==> src/rtl/rle_rx_decoder_if.sv <==
// Pixel handshake between the RLE decoder and its consumer.
// dav_ is active low; rfd is the consumer's ready-for-data.
interface rle_pix_if;
  logic rfd;
  logic dav_;
  logic colore;
  logic endline;

  modport master (
    input  rfd,
    output dav_,
    output colore,
    output endline
  );

  modport slave (
    output rfd,
    input  dav_,
    input  colore,
    input  endline
  );
endinterface

==> src/rtl/rle_rx_decoder.sv <==
// Serial RLE token receiver, token FIFO and run expander.
// Tokens: D[0] colour, D[7:1] run length, 8'h00 end-of-line.
module rle_rx_decoder #(
  parameter int FIFO_AW = 2
) (
  input  logic      clock,
  input  logic      reset,
  input  logic      rxd,
  rle_pix_if.master px,
  output logic      frame_err,
  output logic      ovf_err
);
  localparam int FIFO_DEPTH = 1 << FIFO_AW;

  typedef enum logic [1:0] {
    R_IDLE,
    R_DATA,
    R_STOP
  } rx_st_t;

  typedef enum logic [1:0] {
    P_IDLE,
    P_WAIT,
    P_ACK
  } px_st_t;

  rx_st_t r_st, r_nxt;
  px_st_t p_st, p_nxt;

  logic [7:0] sr;
  logic [2:0] bc;
  logic       push;
  logic       ferr_set;

  logic [7:0]       mem [FIFO_DEPTH];
  logic [FIFO_AW:0] wp, rp;
  logic             empty, full;
  logic             pop, wr_ok;
  logic [7:0]       tok;

  logic [6:0] rc;
  logic       col, eol;
  logic       dav_q, col_q, eol_q;

  // Receive FSM
  always_ff @(posedge clock or posedge reset) begin
    if (reset) r_st <= R_IDLE;
    else       r_st <= r_nxt;
  end

  always_comb begin
    r_nxt    = r_st;
    push     = 1'b0;
    ferr_set = 1'b0;
    unique case (r_st)
      R_IDLE: if (!rxd) r_nxt = R_DATA;
      R_DATA: if (bc == 3'd7) r_nxt = R_STOP;
      R_STOP: begin
        r_nxt = R_IDLE;
        if (rxd) push = (sr != 8'h01);
        else     ferr_set = 1'b1;
      end
      default: r_nxt = R_IDLE;
    endcase
  end

  always_ff @(posedge clock or posedge reset) begin
    if (reset) begin
      sr <= 8'h00;
      bc <= 3'd0;
    end else if (r_st == R_IDLE) begin
      bc <= 3'd0;
    end else if (r_st == R_DATA) begin
      sr <= {rxd, sr[7:1]};
      bc <= bc + 3'd1;
    end
  end

  // Token FIFO; a push into a full FIFO still fits if a pop frees a slot
  assign empty = (wp == rp);
  assign full  = (wp[FIFO_AW] != rp[FIFO_AW]) &&
                 (wp[FIFO_AW-1:0] == rp[FIFO_AW-1:0]);
  assign wr_ok = push && (!full || pop);
  assign tok   = mem[rp[FIFO_AW-1:0]];

  always_ff @(posedge clock) begin
    if (wr_ok) mem[wp[FIFO_AW-1:0]] <= sr;
  end

  always_ff @(posedge clock or posedge reset) begin
    if (reset) begin
      wp        <= '0;
      rp        <= '0;
      frame_err <= 1'b0;
      ovf_err   <= 1'b0;
    end else begin
      if (wr_ok) wp <= wp + 1'b1;
      if (pop)   rp <= rp + 1'b1;
      if (ferr_set) frame_err <= 1'b1;
      if (push && !wr_ok) ovf_err <= 1'b1;
    end
  end

  // Pixel FSM
  always_ff @(posedge clock or posedge reset) begin
    if (reset) p_st <= P_IDLE;
    else       p_st <= p_nxt;
  end

  always_comb begin
    p_nxt = p_st;
    pop   = 1'b0;
    unique case (p_st)
      P_IDLE: if (!empty) begin
        pop   = 1'b1;
        p_nxt = P_WAIT;
      end
      P_WAIT: if (px.rfd) p_nxt = P_ACK;
      P_ACK: if (!px.rfd) begin
        if (eol || rc == 7'd1) p_nxt = P_IDLE;
        else                   p_nxt = P_WAIT;
      end
      default: p_nxt = P_IDLE;
    endcase
  end

  always_ff @(posedge clock or posedge reset) begin
    if (reset) begin
      rc    <= 7'd0;
      col   <= 1'b0;
      eol   <= 1'b0;
      dav_q <= 1'b1;
      col_q <= 1'b0;
      eol_q <= 1'b0;
    end else begin
      if (pop) begin
        rc  <= tok[7:1];
        col <= tok[0];
        eol <= (tok == 8'h00);
      end
      if (p_st == P_WAIT && px.rfd) begin
        dav_q <= 1'b0;
        col_q <= col & ~eol;
        eol_q <= eol;
      end
      if (p_st == P_ACK && !px.rfd) begin
        dav_q <= 1'b1;
        if (!(eol || rc == 7'd1)) rc <= rc - 7'd1;
      end
    end
  end

  assign px.dav_    = dav_q;
  assign px.colore  = col_q;
  assign px.endline = eol_q;
endmodule
==> src/flat_wrapper.sv <==
// flat-port wrapper written by rule: the top's interface ports become plain ports
module rle_rx_decoder_flat 
#(
  parameter int FIFO_AW = 2
)
  (clock, reset, rxd, frame_err, ovf_err, px_rfd, px_dav_, px_colore, px_endline);
  rle_pix_if px_i ();
  input  logic clock;
  input  logic reset;
  input  logic rxd;
  output logic frame_err;
  output logic ovf_err;
  input wire logic [$bits(px_i.rfd)-1:0] px_rfd;
  output wire logic [$bits(px_i.dav_)-1:0] px_dav_;
  output wire logic [$bits(px_i.colore)-1:0] px_colore;
  output wire logic [$bits(px_i.endline)-1:0] px_endline;
  assign px_i.rfd = px_rfd;
  assign px_dav_ = px_i.dav_;
  assign px_colore = px_i.colore;
  assign px_endline = px_i.endline;
  rle_rx_decoder #(.FIFO_AW(FIFO_AW)) u_core (.clock(clock), .reset(reset), .rxd(rxd), .px(px_i), .frame_err(frame_err), .ovf_err(ovf_err));
endmodule
==> config.mk <==
export PLATFORM = sky130hd
export DESIGN_NAME = rle_rx_decoder_flat
export DESIGN_NICKNAME = d
export VERILOG_FILES = /design/src/rtl/rle_rx_decoder_if.sv /design/src/rtl/rle_rx_decoder.sv /design/src/flat_wrapper.sv
export SDC_FILE = /design/constraint.sdc
export NUM_CORES = 1
export LEC_CHECK = 0
export CORE_ASPECT_RATIO = 1.2
export CORE_MARGIN = 5
export CORE_UTILIZATION = 50
export CTS_BUF_LIST = sky130_fd_sc_hd__clkbuf_4
export DETAILED_ROUTE_END_ITERATION = 16
export GPL_TIMING_DRIVEN = 0
export MAX_ROUTING_LAYER = met4
export PLACE_DENSITY = 0.68
export SYNTH_ARGS = -nofsm -noshare
export SYNTH_HDL_FRONTEND = slang
export SYNTH_SLANG_ARGS = --single-unit
==> constraint.sdc <==
create_clock -name clock -period 5.3 [get_ports clock]
set_input_delay 1.06 -clock clock [delete_from_list [all_inputs] [get_ports clock]]
set_output_delay 1.06 -clock clock [all_outputs]
set_load 0.01 [all_outputs]
==> results_dict.tcl <==
set metrics [dict create \
    grt_usage 0.158 \
    drtAntennaViolNets 0 \
    layout.nets 228 \
    cts_buffers 9 \
    detail_route.wl_per_cell_um 16.5 \
    rsz0062_at_grt "false" \
    yosys.area.top_type "edfxtp_1" \
    post_synth_instance_area_mm2 0.00296 \
    cp-end-kind "flip-flop" \
    cts_resized 0 \
    met1Wirelength_um 2040 \
    via_per_inst 5.44 \
    ys.flop_type "dfrtp_1" \
    synth_top_area_share 0.324 \
    routed.top_layer "met4" \
    drc 0 \
    clock-root-buffer "clkbuf_4" \
    ff2ff_setup_slack_ps 3200 \
    crit_cells 5 \
    dp_hpwl_um 3550 \
    finalWirelength_um 4950 \
    clock_sinks 67 \
    grt_overflow 0 \
    die_w_um 80.3 \
    hold_viol 0 \
    tightest_slew_ps 728 \
    worst-setup-path-type "in -> reg" \
    fmax_ghz 0.372 \
    wl_met3_um 133 \
    cp_num_buf_inv 1 \
    antenna_found_initial 0 \
    period_share 0.508 \
    num_vias 1631 \
    dieArea_mm2 0.00757 \
    yosys.cell_types.count 46 \
    grt_pass1_vias 1761 \
    portBuffers 8 \
    synthToLayoutAreaGrowth_pct 10.7 \
    synthCells 196 \
    worstPathMaxFanout 5 \
    synth_async_sr_flop_share 0.522 \
    slew_violations 0 \
    wl_met2_um 2630 \
    fin_crit_ps 2690 \
    syn-num-nets 209 \
    p_per_area_mw_per_mm2 547 \
    maxCapViolations 0 \
    final.setup.tns_ps 0 \
    min_path_cells 1 \
    clk_pin_slew_ps 110 \
    synth.avg_cell_area_um2 15.1 \
    post_cts_buffers 0 \
    dieHeight_um 94.3 \
    placed_cells 284 \
    pre_cts_ws_ps 2200 \
    yosysWarnings 0 \
    rows 30 \
    start_util 0.519 \
    ys_ff_latch 67 \
    layout-drive-gt1-share 0.250 \
    diodes 0 \
    io-pin-count 9 \
    critPathLaunchType "primary input" \
    setup_slack_ps 2610 \
    synth_edf_count 32 \
    worst_hold_path_type "reg -> reg" \
    clk_latency_ps 400 \
    fillCellCount 478 \
    relSlewSlack 0.514 \
    grt_pass1_wl_um 8620 \
    p_leak_nw 1.29 \
    ctsHoldBuffers 0 \
    drt-pass1-iter-count 4 \
    worst_path_max_delay_cell "or4b_4" \
    cts_max_level 3 \
    status "finished clean" \
    timing.critical_path.max_delay_family "compound AO/OA/AOI/OAI gates" \
    finalSetupViolCount 0 \
    cts_tree "done" \
    worstPathArrival_ps 2980 \
    drt_iter0_markers 89 \
    synth_area_leaders "edfxtp_1, dfrtp_1, mux4_2" \
    critical_path_required_ps 5590 \
    irDropWorstVdd_mv 0.317 \
    r2r_end "u_core.wp[2]" \
    cts_buffer_depth 2 \
    clock_skew_ps 11.9 \
    crit_start "px_rfd" \
    seq_area_frac_synth 0.621 \
    reg2reg_from "u_core.rp[1]" \
    max_stage_delay_ps 530 \
    place.gp.congestion 0.854 \
    grt_max_degree 36 \
    crit_end "u_core.rc[5]" \
    coreArea_mm2 0.00571 \
    reg2reg_depth 5 \
    crit_chain "clkdlybuf4s50_1, or4b_4, a41oi_4, mux2_2, o221a_2" \
    layoutNonFillerInstCount 300 \
]
## logic make-up (layout without fill, tap and decap cells)
| kind of cell | count (synthesis) | after routing | synth area share |
|---|---|---|---|
| compound gates | 24 | 24 | 0.0697 |
| mux | 25 | 25 | 0.124 |
| xor+xnor | 9 | 9 | 0.0266 |
| simple gates | 45 | 45 | 0.0841 |
| flops | 67 | 67 | 0.621 |
| buf+inv | 17 | 41 | 0.0372 |
| fa+ha+maj | 9 | 9 | 0.0380 |
## registers in the layout, summed over array words and instances (netlist names)
name,cells
u_core.mem,32
u_core.px.endline,1
u_core.p_st,2
u_core.r_st,2
u_core.wp,3
u_core.px.dav_,1
u_core.ovf_err,1
u_core.eol,1
u_core.rc,7
u_core.bc,3
u_core.col,1
u_core.frame_err,1
u_core.sr,8
u_core.px.colore,1
u_core.rp,3
## layer usage
metal | track usage | vias up
met2 | 0.258 | 23
met4 | 0.0944 | 0
met3 | 0.0355 | 11
met1 | 0.177 | 823
met5 | - | -
li1 | - | 774
## worst min-delay path by stage
stage / start / to / slack, ps
2_1_floorplan: u_core.px.dav_ / u_core.px.dav_ / 460
3_5_place_dp: u_core.ovf_err / u_core.ovf_err / 450
6_report: u_core.ovf_err / u_core.ovf_err / 470
4_1_cts: u_core.ovf_err / u_core.ovf_err / 480
5_1_grt: u_core.ovf_err / u_core.ovf_err / 490
3_3_place_gp: u_core.ovf_err / u_core.ovf_err / 440
## metrics by stage
stage               area (um^2)  hold WS (ps)   util  power [mW]
floorplan                  2960           465      -        1.32
global placement           3140           437  0.551        1.44
global route               3280           494  0.575        1.92
finish                     3280           471  0.575        1.79
CTS                        3280           476  0.575        1.81
detailed placement         3140           449  0.551        1.49
## synth_stat cells, drive strengths merged (3+ instances only)
library cell / instances
dfrtp: 34
edfxtp: 32
mux2: 13
nand2: 12
ha: 9
inv: 9
mux4: 8
and3: 6
nor2: 6
xnor2: 6
o21ai: 5
buf: 4
mux2i: 4
nand3: 4
and2: 3
clkbuf: 3
nor4: 3
o221a: 3
xor2: 3
## report_power, final
group          switching (mW)  internal (mW)  total [mW]  leakage [nW]
Combinational           0.304          0.337       0.641         0.520
Clock                   0.182          0.142       0.324        0.0717
Sequential              0.122          0.706       0.827         0.703
## cell type report
class,instances,area [um^2],area share
flip-flops and latches,67,1840,0.561
multi-input cells,112,1010,0.309
plain buffers,8,76.3,0.0233
clock inverters,7,68.8,0.0210
clock buffers,9,67.6,0.0206
inverters,9,33.8,0.0103
well taps,80,100,0.0305
repair buffers,8,80.1,0.0244
## placed cells by master, fill, tap and decap left out, types with 3 or more instances in the layout
cell type and n:
xor2_1 3, clkdlybuf4s50_1 8, and2_1 3, nor4_1 3, mux2i_1 4, clkbuf_4 10, nor2_1 6, o221a_2 3
nand2_1 12, o21ai_0 5, dfrtp_1 34, clkinv_2 3, and3_1 4, edfxtp_1 32, ha_1 9, inv_1 8
nand3_1 4, mux4_2 8, mux2_2 13, xnor2_1 6
(Power assumes the default switching activity.)
